[src/rtl/sfr_bus_arbiter_if.sv]
// Bus bundle between NUM_M split-transaction masters, the arbiter and the shared SFR slave port.
// The slave modport is the arbiter's view; the master modport is the surrounding environment's view.
interface sfr_bus_arbiter_if #(
    parameter int NUM_M = 2
);
    logic [NUM_M-1:0]    m_req_i;
    logic [NUM_M-1:0]    m_we_i;
    logic [32*NUM_M-1:0] m_addr_bi;
    logic [4*NUM_M-1:0]  m_be_bi;
    logic [32*NUM_M-1:0] m_wdata_bi;
    logic [NUM_M-1:0]    m_ack_o;
    logic [NUM_M-1:0]    m_resp_o;
    logic [31:0]         m_rdata_bo;

    logic                s_req_o;
    logic                s_we_o;
    logic [31:0]         s_addr_bo;
    logic [31:0]         s_wdata_bo;
    logic [3:0]          s_be_bo;
    logic                s_ack_i;
    logic                s_resp_i;
    logic [31:0]         s_rdata_bi;

    modport slave (
        input  m_req_i, m_we_i, m_addr_bi, m_be_bi, m_wdata_bi,
        input  s_ack_i, s_resp_i, s_rdata_bi,
        output m_ack_o, m_resp_o, m_rdata_bo,
        output s_req_o, s_we_o, s_addr_bo, s_wdata_bo, s_be_bo
    );

    modport master (
        output m_req_i, m_we_i, m_addr_bi, m_be_bi, m_wdata_bi,
        output s_ack_i, s_resp_i, s_rdata_bi,
        input  m_ack_o, m_resp_o, m_rdata_bo,
        input  s_req_o, s_we_o, s_addr_bo, s_wdata_bo, s_be_bo
    );
endinterface

[src/rtl/sfr_bus_arbiter.sv]
// Round-robin arbiter sharing one SFR slave port among NUM_M masters, one transaction in flight.
// Optional read-response timeout with sticky err_o is enabled by defining SFR_ARB_TIMEOUT_EN.
module sfr_bus_arbiter #(
    parameter int NUM_M       = 2,
    parameter int TIMEOUT_CYC = 255
) (
    input  logic                     clk_i,
    input  logic                     rst_ni,
    sfr_bus_arbiter_if.slave         bus,
    output logic [$clog2(NUM_M)-1:0] grant_bo,
    output logic                     busy_o,
    output logic                     err_o
);
    localparam int GW = $clog2(NUM_M);

    typedef enum logic [1:0] {
        IDLE      = 2'd0,
        ISSUE     = 2'd1,
        WAIT_RESP = 2'd2
    } state_t;

    state_t          state_q, state_d;
    logic [GW-1:0]   rr_ptr_q;
    logic [GW-1:0]   grant_q;
    logic            we_q;
    logic [31:0]     addr_q;
    logic [3:0]      be_q;
    logic [31:0]     wdata_q;
    logic            pick_valid;
    logic [GW-1:0]   pick_idx;
    logic            done;

    if (NUM_M < 2 || NUM_M > 8 || TIMEOUT_CYC < 1) begin : g_bad_param
        $error("sfr_bus_arbiter: unsupported NUM_M or TIMEOUT_CYC");
    end

    function automatic logic [GW-1:0] wrap_add(input logic [GW-1:0] base, input int off);
        int sum;
        sum = int'(base) + off;
        if (sum >= NUM_M) sum = sum - NUM_M;
        return sum[GW-1:0];
    endfunction

    // Scan downwards so the requester closest to rr_ptr is the last (winning) assignment.
    always_comb begin
        pick_valid = 1'b0;
        pick_idx   = '0;
        for (int i = NUM_M - 1; i >= 0; i--) begin
            if (bus.m_req_i[wrap_add(rr_ptr_q, i)]) begin
                pick_valid = 1'b1;
                pick_idx   = wrap_add(rr_ptr_q, i);
            end
        end
    end

`ifdef SFR_ARB_TIMEOUT_EN
    localparam int CNT_W = ($clog2(TIMEOUT_CYC + 1) > 8) ? $clog2(TIMEOUT_CYC + 1) : 8;
    logic [CNT_W-1:0] cnt_q;
    logic             err_q;
    logic             timeout_hit;
`endif

    always_comb begin
        state_d        = state_q;
        done           = 1'b0;
        bus.m_ack_o    = '0;
        bus.m_resp_o   = '0;
        bus.m_rdata_bo = '0;
        bus.s_req_o    = 1'b0;
        bus.s_we_o     = 1'b0;
        bus.s_addr_bo  = '0;
        bus.s_wdata_bo = '0;
        bus.s_be_bo    = '0;
`ifdef SFR_ARB_TIMEOUT_EN
        timeout_hit    = 1'b0;
`endif
        case (state_q)
            IDLE: begin
                if (pick_valid) state_d = ISSUE;
            end
            ISSUE: begin
                bus.s_req_o            = 1'b1;
                bus.s_we_o             = we_q;
                bus.s_addr_bo          = addr_q;
                bus.s_wdata_bo         = wdata_q;
                bus.s_be_bo            = be_q;
                bus.m_ack_o[grant_q]   = bus.s_ack_i;
                if (bus.s_ack_i) begin
                    if (we_q) begin
                        state_d = IDLE;
                        done    = 1'b1;
                    end else begin
                        state_d = WAIT_RESP;
                    end
                end
            end
            WAIT_RESP: begin
                if (bus.s_resp_i) begin
                    bus.m_resp_o[grant_q] = 1'b1;
                    bus.m_rdata_bo        = bus.s_rdata_bi;
                    state_d               = IDLE;
                    done                  = 1'b1;
                end
`ifdef SFR_ARB_TIMEOUT_EN
                else if (cnt_q == CNT_W'(TIMEOUT_CYC)) begin
                    bus.m_resp_o[grant_q] = 1'b1;
                    bus.m_rdata_bo        = 32'hDEAD_DEAD;
                    state_d               = IDLE;
                    done                  = 1'b1;
                    timeout_hit           = 1'b1;
                end
`endif
            end
            default: state_d = IDLE;
        endcase
    end

    // Request fields are captured at grant so the slave sees them stable whatever the master does.
    always_ff @(posedge clk_i or negedge rst_ni) begin
        if (!rst_ni) begin
            state_q  <= IDLE;
            rr_ptr_q <= '0;
            grant_q  <= '0;
            we_q     <= 1'b0;
            addr_q   <= '0;
            be_q     <= '0;
            wdata_q  <= '0;
        end else begin
            state_q <= state_d;
            if (state_q == IDLE && pick_valid) begin
                grant_q <= pick_idx;
                we_q    <= bus.m_we_i[pick_idx];
                addr_q  <= bus.m_addr_bi[pick_idx*32 +: 32];
                be_q    <= bus.m_be_bi[pick_idx*4 +: 4];
                wdata_q <= bus.m_wdata_bi[pick_idx*32 +: 32];
            end
            if (done) rr_ptr_q <= wrap_add(grant_q, 1);
        end
    end

`ifdef SFR_ARB_TIMEOUT_EN
    always_ff @(posedge clk_i or negedge rst_ni) begin
        if (!rst_ni) begin
            cnt_q <= '0;
            err_q <= 1'b0;
        end else begin
            if (state_q == ISSUE && state_d == WAIT_RESP) cnt_q <= '0;
            else if (state_q == WAIT_RESP)                cnt_q <= cnt_q + 1'b1;
            if (timeout_hit) err_q <= 1'b1;
        end
    end

    assign err_o = err_q;
`else
    assign err_o = 1'b0;
`endif

    assign grant_bo = grant_q;
    assign busy_o   = (state_q != IDLE);
endmodule

[src/flat_wrapper.sv]
// flat-port wrapper written by rule: the top's interface ports become plain ports
module sfr_bus_arbiter_flat 
#(
    parameter int NUM_M       = 2,
    parameter int TIMEOUT_CYC = 255
)
  (clk_i, rst_ni, grant_bo, busy_o, err_o, bus_m_req_i, bus_m_we_i, bus_m_addr_bi, bus_m_be_bi, bus_m_wdata_bi, bus_s_ack_i, bus_s_resp_i, bus_s_rdata_bi, bus_m_ack_o, bus_m_resp_o, bus_m_rdata_bo, bus_s_req_o, bus_s_we_o, bus_s_addr_bo, bus_s_wdata_bo, bus_s_be_bo);
  sfr_bus_arbiter_if #(.NUM_M(NUM_M)) bus_i ();
  input  logic clk_i;
  input  logic rst_ni;
  output logic [$clog2(NUM_M)-1:0] grant_bo;
  output logic busy_o;
  output logic err_o;
  input wire logic [$bits(bus_i.m_req_i)-1:0] bus_m_req_i;
  input wire logic [$bits(bus_i.m_we_i)-1:0] bus_m_we_i;
  input wire logic [$bits(bus_i.m_addr_bi)-1:0] bus_m_addr_bi;
  input wire logic [$bits(bus_i.m_be_bi)-1:0] bus_m_be_bi;
  input wire logic [$bits(bus_i.m_wdata_bi)-1:0] bus_m_wdata_bi;
  input wire logic [$bits(bus_i.s_ack_i)-1:0] bus_s_ack_i;
  input wire logic [$bits(bus_i.s_resp_i)-1:0] bus_s_resp_i;
  input wire logic [$bits(bus_i.s_rdata_bi)-1:0] bus_s_rdata_bi;
  output wire logic [$bits(bus_i.m_ack_o)-1:0] bus_m_ack_o;
  output wire logic [$bits(bus_i.m_resp_o)-1:0] bus_m_resp_o;
  output wire logic [$bits(bus_i.m_rdata_bo)-1:0] bus_m_rdata_bo;
  output wire logic [$bits(bus_i.s_req_o)-1:0] bus_s_req_o;
  output wire logic [$bits(bus_i.s_we_o)-1:0] bus_s_we_o;
  output wire logic [$bits(bus_i.s_addr_bo)-1:0] bus_s_addr_bo;
  output wire logic [$bits(bus_i.s_wdata_bo)-1:0] bus_s_wdata_bo;
  output wire logic [$bits(bus_i.s_be_bo)-1:0] bus_s_be_bo;
  assign bus_i.m_req_i = bus_m_req_i;
  assign bus_i.m_we_i = bus_m_we_i;
  assign bus_i.m_addr_bi = bus_m_addr_bi;
  assign bus_i.m_be_bi = bus_m_be_bi;
  assign bus_i.m_wdata_bi = bus_m_wdata_bi;
  assign bus_i.s_ack_i = bus_s_ack_i;
  assign bus_i.s_resp_i = bus_s_resp_i;
  assign bus_i.s_rdata_bi = bus_s_rdata_bi;
  assign bus_m_ack_o = bus_i.m_ack_o;
  assign bus_m_resp_o = bus_i.m_resp_o;
  assign bus_m_rdata_bo = bus_i.m_rdata_bo;
  assign bus_s_req_o = bus_i.s_req_o;
  assign bus_s_we_o = bus_i.s_we_o;
  assign bus_s_addr_bo = bus_i.s_addr_bo;
  assign bus_s_wdata_bo = bus_i.s_wdata_bo;
  assign bus_s_be_bo = bus_i.s_be_bo;
  sfr_bus_arbiter #(.NUM_M(NUM_M), .TIMEOUT_CYC(TIMEOUT_CYC)) u_core (.clk_i(clk_i), .rst_ni(rst_ni), .bus(bus_i), .grant_bo(grant_bo), .busy_o(busy_o), .err_o(err_o));
endmodule
[config.mk]
export PLATFORM = sky130hd
export DESIGN_NAME = sfr_bus_arbiter_flat
export DESIGN_NICKNAME = d
export VERILOG_FILES = /design/src/rtl/sfr_bus_arbiter_if.sv /design/src/rtl/sfr_bus_arbiter.sv /design/src/flat_wrapper.sv
export SDC_FILE = /design/constraint.sdc
export NUM_CORES = 1
export LEC_CHECK = 0
export BUFFER_PORTS_ARGS = -buffer_cell sky130_fd_sc_hd__buf_2
export CAP_MARGIN = 20
export CORE_AREA = 2 2 110 112
export CTS_CLUSTER_SIZE = 8
export DETAILED_ROUTE_END_ITERATION = 10
export DIE_AREA = 0 0 112 114
export PLACE_DENSITY_LB_ADDON = 0.12
export SYNTH_ARGS = -nofsm -noshare
export SYNTH_HDL_FRONTEND = slang
export SYNTH_SLANG_ARGS = --single-unit
[constraint.sdc]
create_clock -name clk_i -period 2.75 [get_ports clk_i]
set_input_delay 0 -clock clk_i [delete_from_list [all_inputs] [get_ports clk_i]]
set_output_delay 0 -clock clk_i [all_outputs]
set_load 0.005 [all_outputs]
==> results of run 1 <==
==> placed cells by master (no fill, tap or decap), drive strengths merged, types with 3 or more instances in the layout <==
cell         instances
and2                69
dfrtp               73
buf                293
nor2                74
a31oi               70
and3                32
inv                  5
ha                   3
clkbuf              13
nand3               69
dlygate4sd3        139
o21ai               69
==> report_power, final <==
| group | total (uW) | switching, uW | internal [uW] |
|---|---|---|---|
| sequential | 1920 | 284 | 1630 |
| clock | 1110 | 459 | 656 |
| combinational | 4290 | 1940 | 2340 |
| total | 7320 | 2690 | 4630 |
==> metrics by stage <==
stage	total power (uW)	instances	hold slack (ns)	instance area, um2
global placement	5000	919	0.212	5730
global route	7880	1075	0.115	7410
finish	7320	1075	0.103	7410
CTS	7240	1073	0.0947	7390
floorplan	3950	540	-0.296	4380
detailed placement	5050	919	0.218	5730
==> worst max-delay path, cell delays in order (launching register included) <==
cell and delay [ns]:
dfrtp_1 0.40, inv_1 0.09, ha_1 0.24, o21a_4 0.33, buf_4 0.45, nor2_1 0.07, a31oi_1 0.16, dlygate4sd3_1 0.58
==> registers in the layout (all words and copies together), names as in the netlist <==
register	cells
u_core.addr_q	32
u_core.be_q	4
u_core.grant_bo	1
u_core.rr_ptr_q	1
u_core.state_q	2
u_core.wdata_q	32
u_core.we_q	1
==> cells by family after synthesis <==
logic type / after synthesis
AND/OR/NAND/NOR: 252
adder cells (fa/ha/maj): 3
other: 1
multiplexers: 1
buffers and inverters: 65
AO/OA/AOI/OAI: 145
flip-flops: 73
==> repair_timing <==
item	CTS	global route
hold buffers	139	0
endpoints found under the setup margin	0	0
endpoints found under the hold margin	142	0
==> metal layers <==
metal  vias to the layer above  wire [um]  global-route usage
li1                       2665          -                   -
met1                      2602       7060               0.317
met2                       253       8120               0.441
met3                        34       1240              0.0537
met4                         0        411               0.106
met5                         -          0                   0
==> area by class of cell <==
type,count,area [um2],area share
diodes,1,2.50,0.000338
clock buffers,13,260,0.0351
clock inverters,2,13.8,0.00186
inverters,5,18.8,0.00253
multi-input cells,402,2200,0.296
flip-flops and latches,73,1830,0.246
well taps,147,184,0.0248
repair buffers,432,2910,0.393
==> worst paths after layout <==
kind / startpoint / endpoint / slack [ns] / cells past startpoint
max in group asynchronous: rst_ni / u_core.addr_q[18] / 1.73 / 2
min: bus_s_ack_i / u_core.rr_ptr_q / 0.10 / 3
min reg2reg: u_core.state_q[0] / u_core.state_q[0] / 0.55 / 1
min in group asynchronous: rst_ni / u_core.be_q[2] / 0.32 / 2
max reg2reg: u_core.state_q[0] / u_core.addr_q[18] / 0.36 / 7
max: u_core.state_q[0] / u_core.addr_q[18] / 0.36 / 7
==> reports/summary.txt, run 1 <==
via count -> 5554
synth top area cells -> dfrtp_1 42%, a31oi_1 10%, and2_1 9.9%
Synth Area in Adders -> 0.00857
critical path launch point type -> register
CP max FO -> 46
Core Rows -> 40
total number of yosys warnings -> 0
input/output buffers -> 283
DP Worst Slack -> 0.886 ns
fin util -> 0.633
RePlAce Congestion -> 0.788
synthesized cell area -> 4380 um2
fill count -> 1048
peak supply drop -> 457 uV
WL final -> 16800 um
Setup TNS -> 0 ns
status -> finished, final reports clean
Max Buffers Root-to-Sink -> 2
RSZ-0062 raised after global routing -> false
Final Hold Viols -> 0
Iter 0 DRT Violations -> 385
CTS root buf -> clkbuf_16
most frequent cell after synthesis -> nor2_1
min Tclk post-route -> 2.39 ns
htree depth -> 3
Commonest cells post-synth -> 74 x nor2_1, 73 x dfrtp_1, 70 x a31oi_1, 69 x and2_1, 69 x nand3_1
largest net degree at the start of global routing -> 74
GR Util All Layers -> 0.257
Fmax -> 418 MHz
clock skew -> 0.0117 ns
drt pass-1 iters -> 5
pwr dens -> 987 nW/um2
wire length per cell -> 15.7 um
crit path DAT -> 2.67 ns
Main synth FF type -> dfrtp_1
Yosys top cell by area -> dfrtp_1
DIE HEIGHT -> 114 um
Routed Antenna Nets -> 0
antenna violations before repair -> 1
Syn-to-layout area delta -> 69.3%
synthesized flop and latch total -> 73
max-slew violations -> 0
Critical Path RT -> 3.03 ns
LEAKAGE -> 0.00367 uW
layout cell share with drive strength beyond 1 -> 0.335
Final nets -> 1102
Post-synth EDFFs -> 0
Initial Utilization -> 0.374
drt drc -> 0
Clock Latency Late Sink -> 0.34 ns
max-cap violations -> 0
final worst-path cycle share -> 0.870
largest family of logic cells by synthesized area -> simple AND/OR/NAND/NOR gates
Post-Synth XOR/XNOR Area -> 0
Reg clk slew, reported paths -> 0.06 ns
CTS Buf Count -> 9
clock sinks -> 73
compound-cell area share of the yosys netlist -> 0.192
grt ovf -> 0
Detailed Place HPWL -> 10200 um
mux share of post-synthesis cell area -> 0.00229
asr flop ratio synth -> 1.00
CP Capture Type -> register
setup ws final -> 0.357 ns
Worst-Margin Slew -> 1.01 ns
first-pass GRT wire length -> 26800 um
Core ar. -> 11700 um2
Post-Synth Simple-Gate Area -> 0.297
critical path class -> reg2reg
post-cts sizing count -> 0
Cells after Synth -> 540
Slew headroom -> 0.327
Distinct cells, synth -> 29
# Post-CTS Setup Buffers -> 0
vias per inst -> 5.17
Die W -> 112 um
Seq/Total Area, Yosys -> 0.417
Hold Path Class -> in2reg
Syn Area/Cell -> 8.11 um2
syn_nets -> 719
endpoints failing setup -> 0
I/O pins -> 285
vias in the first global route -> 5569
Die ar. -> 12800 um2
Yosys top cell area share -> 0.417
CTS tree -> done
Note: power is estimated with default switching activity, not from simulation.
==> run 2, diff against run 1 <==
- CORE_AREA: 2 2 110 112 -> 2 2 112 114
- CTS_BUF_LIST: default -> sky130_fd_sc_hd__clkbuf_2
- DIE_AREA: 0 0 112 114 -> 0 0 114 116
==> run 2 against run 1 <==
Compared with the run above:
- register-to-register slack better by 0.02 ns
- worst hold slack got worse by 0.031 ns
- design area is 1.6% lower
- non-clock buffer count grew 1
- clock power fell by 38%
- global-route usage is 1.1 points lower
- cell count increased by 0.19%
- setup slack improved by 0.022 ns
- total power is 5.8% lower
==> reports/summary.txt, run 2 (synthesized netlist as in run 1, its figures left out) <==
pwr dens -> 945 nW/um2 (-4.3%)
# Post-CTS Setup Buffers -> 0 (unchanged)
Core Rows -> 40 (unchanged)
Reg clk slew, reported paths -> 0.20 ns (+0.14 ns)
Critical Path RT -> 3.17 ns (+0.14 ns)
Max Buffers Root-to-Sink -> 2 (unchanged)
Worst Path Buf+Inv -> 2 (-1)
first-pass GRT wire length -> 26100 um (-2.4%)
GR Util All Layers -> 0.246 (-0.0110)
Hold Path Class -> in2reg
drt drc -> 0 (unchanged)
DIE HEIGHT -> 116 um (+1.8%)
Core ar. -> 11900 um2 (+1.7%)
final worst-path cycle share -> 0.862 (-0.00786)
wire length per cell -> 15.4 um (-1.4%)
endpoints failing setup -> 0 (unchanged)
LEAKAGE -> 0.00362 uW (-1.3%)
Detailed Place HPWL -> 10400 um (+2.1%)
Final nets -> 1103 (+0.091%)
Clock Latency Late Sink -> 0.50 ns (+0.16 ns)
CP Cell Sequence -> nand2b_2 > buf_12 > nand3_1 > a31oi_1 > dlygate4sd3_1
commonest non-fill, non-tap cell in the layout -> buf_2
WL final -> 16600 um (-1.3%)
antenna violations before repair -> 2 (+1)
CP Capture Type -> register
RePlAce Congestion -> 0.818 (+3.8%)
Setup TNS -> 0 ns (unchanged)
htree depth -> 3 (unchanged)
Worst-Margin Slew -> 0.950 ns (-0.0593 ns)
Die ar. -> 13200 um2 (+3.6%)
CP max FO -> 38 (-17%)
CTS Buf Count -> 9 (unchanged)
Die W -> 114 um (+1.8%)
Initial Utilization -> 0.368 (-0.00628)
max-cap violations -> 0 (unchanged)
CTS tree -> done
peak supply drop -> 481 uV (+5.2%)
most frequent cells in the layout -> 282 x buf_2, 140 x dlygate4sd3_1, 74 x nor2_1, 73 x dfrtp_1, 70 x a31oi_1
input/output buffers -> 283 (unchanged)
Slowest Stage Delay on Critical Path -> 0.70 ns (+0.12 ns)
layout cell share with drive strength beyond 1 -> 0.337 (+0.00179)
largest net degree at the start of global routing -> 84 (+14%)
Syn-to-layout area delta -> 66.6%
via count -> 5490 (-1.2%)
min Tclk post-route -> 2.37 ns (-0.0216 ns)
status -> finished, final reports clean
vias per inst -> 5.10 (-1.3%)
CTS root buf -> clkbuf_2
Largest regs -> u_core.addr_q x32, u_core.wdata_q x32, u_core.be_q x4
critical path launch point type -> register
Iter 0 DRT Violations -> 426 (+11%)
drt pass-1 iters -> 7 (+2)
Routed Antenna Nets -> 0 (unchanged)
clock skew -> 0.0500 ns (+0.0383 ns)
Placed Area -> 5760 um2 (+0.57%)
clock sinks -> 73 (unchanged)
Slowest-stage cell, CP -> nand2b_2
Final Hold Viols -> 0 (unchanged)
grt ovf -> 0 (unchanged)
RSZ-0062 raised after global routing -> false
critical path class -> reg2reg
Non-Filler Cell Area, Final -> 7300 um2 (-1.6%)
Slew headroom -> 0.366 (+0.0396)
I/O pins -> 285 (unchanged)
vias in the first global route -> 5522 (-0.84%)
crit path DAT -> 2.80 ns (+0.13 ns)
max-slew violations -> 0 (unchanged)
Top delay family on crit path -> buffers and inverters
Fmax -> 422 MHz (+0.91%)
==> run 2: cell types whose count changed in the layout (fill, tap and decap cells not counted), sizes merged <==
cell	delta
clkbuf	-3
clkinvlp	+1
bufinv	+2
diode	+1
dlygate4sd3	+1
==> run 2: path summary, 6_finish.rpt <==
| kind | start | end | slack [ns] | cells past startpoint |
|---|---|---|---|---|
| min in group asynchronous | rst_ni | u_core.wdata_q[10] | 0.15 | 2 |
| hold reg to reg | u_core.state_q[0] | u_core.state_q[0] | 0.58 | 1 |
| setup reg to reg | u_core.rr_ptr_q | u_core.addr_q[20] | 0.38 | 5 |
| setup / recovery | u_core.rr_ptr_q | u_core.addr_q[20] | 0.38 | 5 |
| max in group asynchronous | rst_ni | u_core.addr_q[16] | 1.96 | 2 |
| hold / removal | bus_m_req_i[0] | u_core.state_q[1] | 0.07 | 4 |
==> run 2: final cells by class <==
class                           instances  area, um2
Antenna cell                            2       5.00
Clock buffer                           10       50.0
Clock inverter                          5       81.3
Fill cell                            1066       4620
Inverter                                5       18.8
Multi-Input combinational cell        402       2200
Sequential cell                        73       1830
Tap cell                              147        184
Timing Repair Buffer                  433       2930
==> run 2: through the flow <==
step	hold WS [ns]	util	worst slack [ns]	total power, uW	cells
6_report	0.0725	0.613	0.378	6890	1077
5_1_grt	0.00631	0.612	0.256	7480	1076
4_1_cts	0.0234	0.612	0.456	6850	1075
3_5_place_dp	0.210	0.483	0.999	5090	920
3_3_place_gp	0.208	0.483	1.04	5030	920
2_1_floorplan	-0.296	-	1.33	3950	540
==> run 2: per-layer routing <==
layer | routed length, um | global-route usage
met1 | 6900 | 0.296
met2 | 8330 | 0.444
met5 | 0 | 0
met3 | 1080 | 0.0397
met4 | 301 | 0.0919
==> run 2: tightest hold or removal path, stage by stage <==
cell and delay (ns):
buf_2 0.13, nor2_1 0.14, a211oi_1 0.10, mux2i_1 0.13
==> run 2: repair_timing <==
action                                 4_1_cts  5_1_grt
hold buffers                               140        0
gates resized for setup                      0        0
endpoints found under the hold margin      143        0
==> run 2: report_power, final <==
group / internal [uW] / total [uW] / switching [uW]
Sequential: 1620 / 1940 / 314
Clock: 300 / 684 / 384
Combinational: 2350 / 4270 / 1920
==> run 3, diff against run 2 <==
- PLACE_DENSITY: default -> 0.71
- PLACE_DENSITY_LB_ADDON: 0.12 -> default
==> run 3 against run 2 <==
Compared with the run above:
- cell count increased by 0.56%
- sequential share of layout area decreased by 0.19 points
- design area increased by 0.77%
==> reports/summary.txt, run 3 (synthesized netlist as in run 1, its figures left out) <==
status -> finished, final reports clean
drt pass-1 iters -> 7 (unchanged)
hold path start -> bus_m_req_i[1]
peak supply drop -> 451 uV (-6.3%)
pwr dens -> 953 nW/um2 (+0.89%)
vias per inst -> 5.22 (+2.4%)
Final nets -> 1109 (+0.54%)
RSZ-0062 raised after global routing -> false
Initial Utilization -> 0.368 (unchanged)
Syn-to-layout area delta -> 67.9%
fin util -> 0.617 (+0.00473)
via count -> 5654 (+3.0%)
Final Hold Viols -> 0 (unchanged)
Slew headroom -> 0.357 (-0.00954)
Core Rows -> 40 (unchanged)
drt drc -> 0 (unchanged)
Fmax -> 397 MHz (-5.9%)
Iter 0 DRT Violations -> 682 (+60%)
Tot Pwr -> 7010 uW (+1.7%)
R2R cell count -> 7 (+2)
CP Capture Type -> register
Max Buffers Root-to-Sink -> 2 (unchanged)
endpoints failing setup -> 0 (unchanged)
max-cap violations -> 0 (unchanged)
wire length per cell -> 16.3 um (+5.5%)
worst r2r src -> u_core.state_q[0]
max-slew violations -> 0 (unchanged)
critical path launch point type -> register
grt ovf -> 0 (unchanged)
CP max FO -> 53 (+39%)
most frequent cells in the layout -> 282 x buf_2, 145 x dlygate4sd3_1, 74 x nor2_1, 73 x dfrtp_1, 70 x a31oi_1
final worst-path cycle share -> 0.917 (+0.0542)
Die W -> 114 um (unchanged)
Routed Antenna Nets -> 0 (unchanged)
worst setup path start -> u_core.state_q[0]
Worst Setup EP -> u_core.wdata_q[7]
Core ar. -> 11900 um2 (unchanged)
commonest non-fill, non-tap cell in the layout -> buf_2
Worst-Margin Slew -> 0.965 ns (+0.0143 ns)
CTS tree -> done
vias in the first global route -> 5591 (+1.2%)
layout cell share with drive strength beyond 1 -> 0.335 (-0.00253)
CP Cell Sequence -> inv_1 > ha_1 > o21a_4 > buf_12 > nor2_1 > a31oi_1 > dlygate4sd3_1
# Post-CTS Setup Buffers -> 0 (unchanged)
input/output buffers -> 283 (unchanged)
WL final -> 17600 um (+6.1%)
Setup TNS -> 0 ns (unchanged)
antenna violations before repair -> 1 (-1)
CTS Buf Count -> 9 (unchanged)
Die ar. -> 13200 um2 (unchanged)
min Tclk post-route -> 2.52 ns (+0.149 ns)
Slowest Stage Delay on Critical Path -> 0.58 ns (-0.12 ns)
largest net degree at the start of global routing -> 74 (-12%)
DIE HEIGHT -> 116 um (unchanged)
Largest regs -> u_core.addr_q x32, u_core.wdata_q x32, u_core.be_q x4
clock skew -> 0.0203 ns (-0.0297 ns)
LEAKAGE -> 0.00365 uW (+0.80%)
Detailed Place HPWL -> 10600 um (+2.2%)
Critical Path RT -> 3.22 ns (+0.05 ns)
Slowest-stage cell, CP -> dlygate4sd3_1
worst reg2reg path endpoint -> u_core.wdata_q[7]
Clock Latency Late Sink -> 0.52 ns (+0.02 ns)
clock sinks -> 73 (unchanged)
RePlAce Congestion -> 0.869 (+6.2%)
Hold Path Class -> in2reg
critical path class -> reg2reg
first-pass GRT wire length -> 27300 um (+4.6%)
I/O pins -> 285 (unchanged)
htree depth -> 3 (unchanged)
CTS root buf -> clkbuf_2
reg-to-reg setup timing slack -> 0.23 ns (-0.15 ns)
GR Util All Layers -> 0.260 (+0.0139)
crit path DAT -> 2.99 ns (+0.19 ns)
Reg clk slew, reported paths -> 0.21 ns (about the same)
[run 3: how the worst min path moves through the flow]
stage | endpoint | slack [ns] | cells past startpoint
global route | u_core.grant_bo | 0.10 | 3
global placement | u_core.addr_q[15] | 0.21 | 1
finish | u_core.grant_bo | 0.12 | 3
CTS | u_core.grant_bo | 0.07 | 3
floorplan | u_core.addr_q[0] | -0.30 | 0
detailed placement | u_core.addr_q[15] | 0.22 | 1
[run 3: repair_timing]
| action | 4_1_cts | 5_1_grt |
|---|---|---|
| resized for setup | 0 | 1 |
| endpoints found under the hold margin | 145 | 0 |
| endpoints found under the setup margin | 0 | 1 |
| hold buffers | 145 | 0 |
[run 3: power breakdown]
part / internal [uW] / switching [uW] / leakage [uW] / total (uW)
Clock: 307 / 398 / 0.0000813 / 705
Combinational: 2390 / 1980 / 0.00275 / 4370
Sequential: 1620 / 309 / 0.000819 / 1930
[run 3: stage by stage]
stage | cell area [um2] | hold WS (ns) | worst slack (ns) | cells
CTS | 7340 | 0.0675 | 0.215 | 1082
global route | 7350 | 0.102 | 0.0694 | 1082
global placement | 5770 | 0.205 | 0.943 | 921
detailed placement | 5770 | 0.219 | 0.873 | 921
floorplan | 4380 | -0.296 | 1.33 | 540
finish | 7350 | 0.116 | 0.229 | 1083
[run 3: layout make-up]
cell class                      count  area (um2)
Inverter                            5        18.8
Fill cell                        1023        4560
Multi-Input combinational cell    402        2200
Clock inverter                      4        67.6
Timing Repair Buffer              439        2990
Tap cell                          147         184
Sequential cell                    73        1830
Clock buffer                       12        60.1
Antenna cell                        1        2.50
[run 3: metal layers]
metal	wire length [um]	track usage	vias to the layer above
met1	7350	0.327	2630
met5	0	0	-
li1	-	-	2676
met2	8510	0.432	305
met4	492	0.111	0
met3	1280	0.0581	43
[run 3: worst max-delay path: cells and delay by family (launching register included)]
kind	cells	cell delay, ns
buffers and inverters	3	0.98
AOI/OAI and AO/OA	2	0.70
DFF	1	0.45
adders and majority gates	1	0.23
and+or+nand+nor	1	0.08
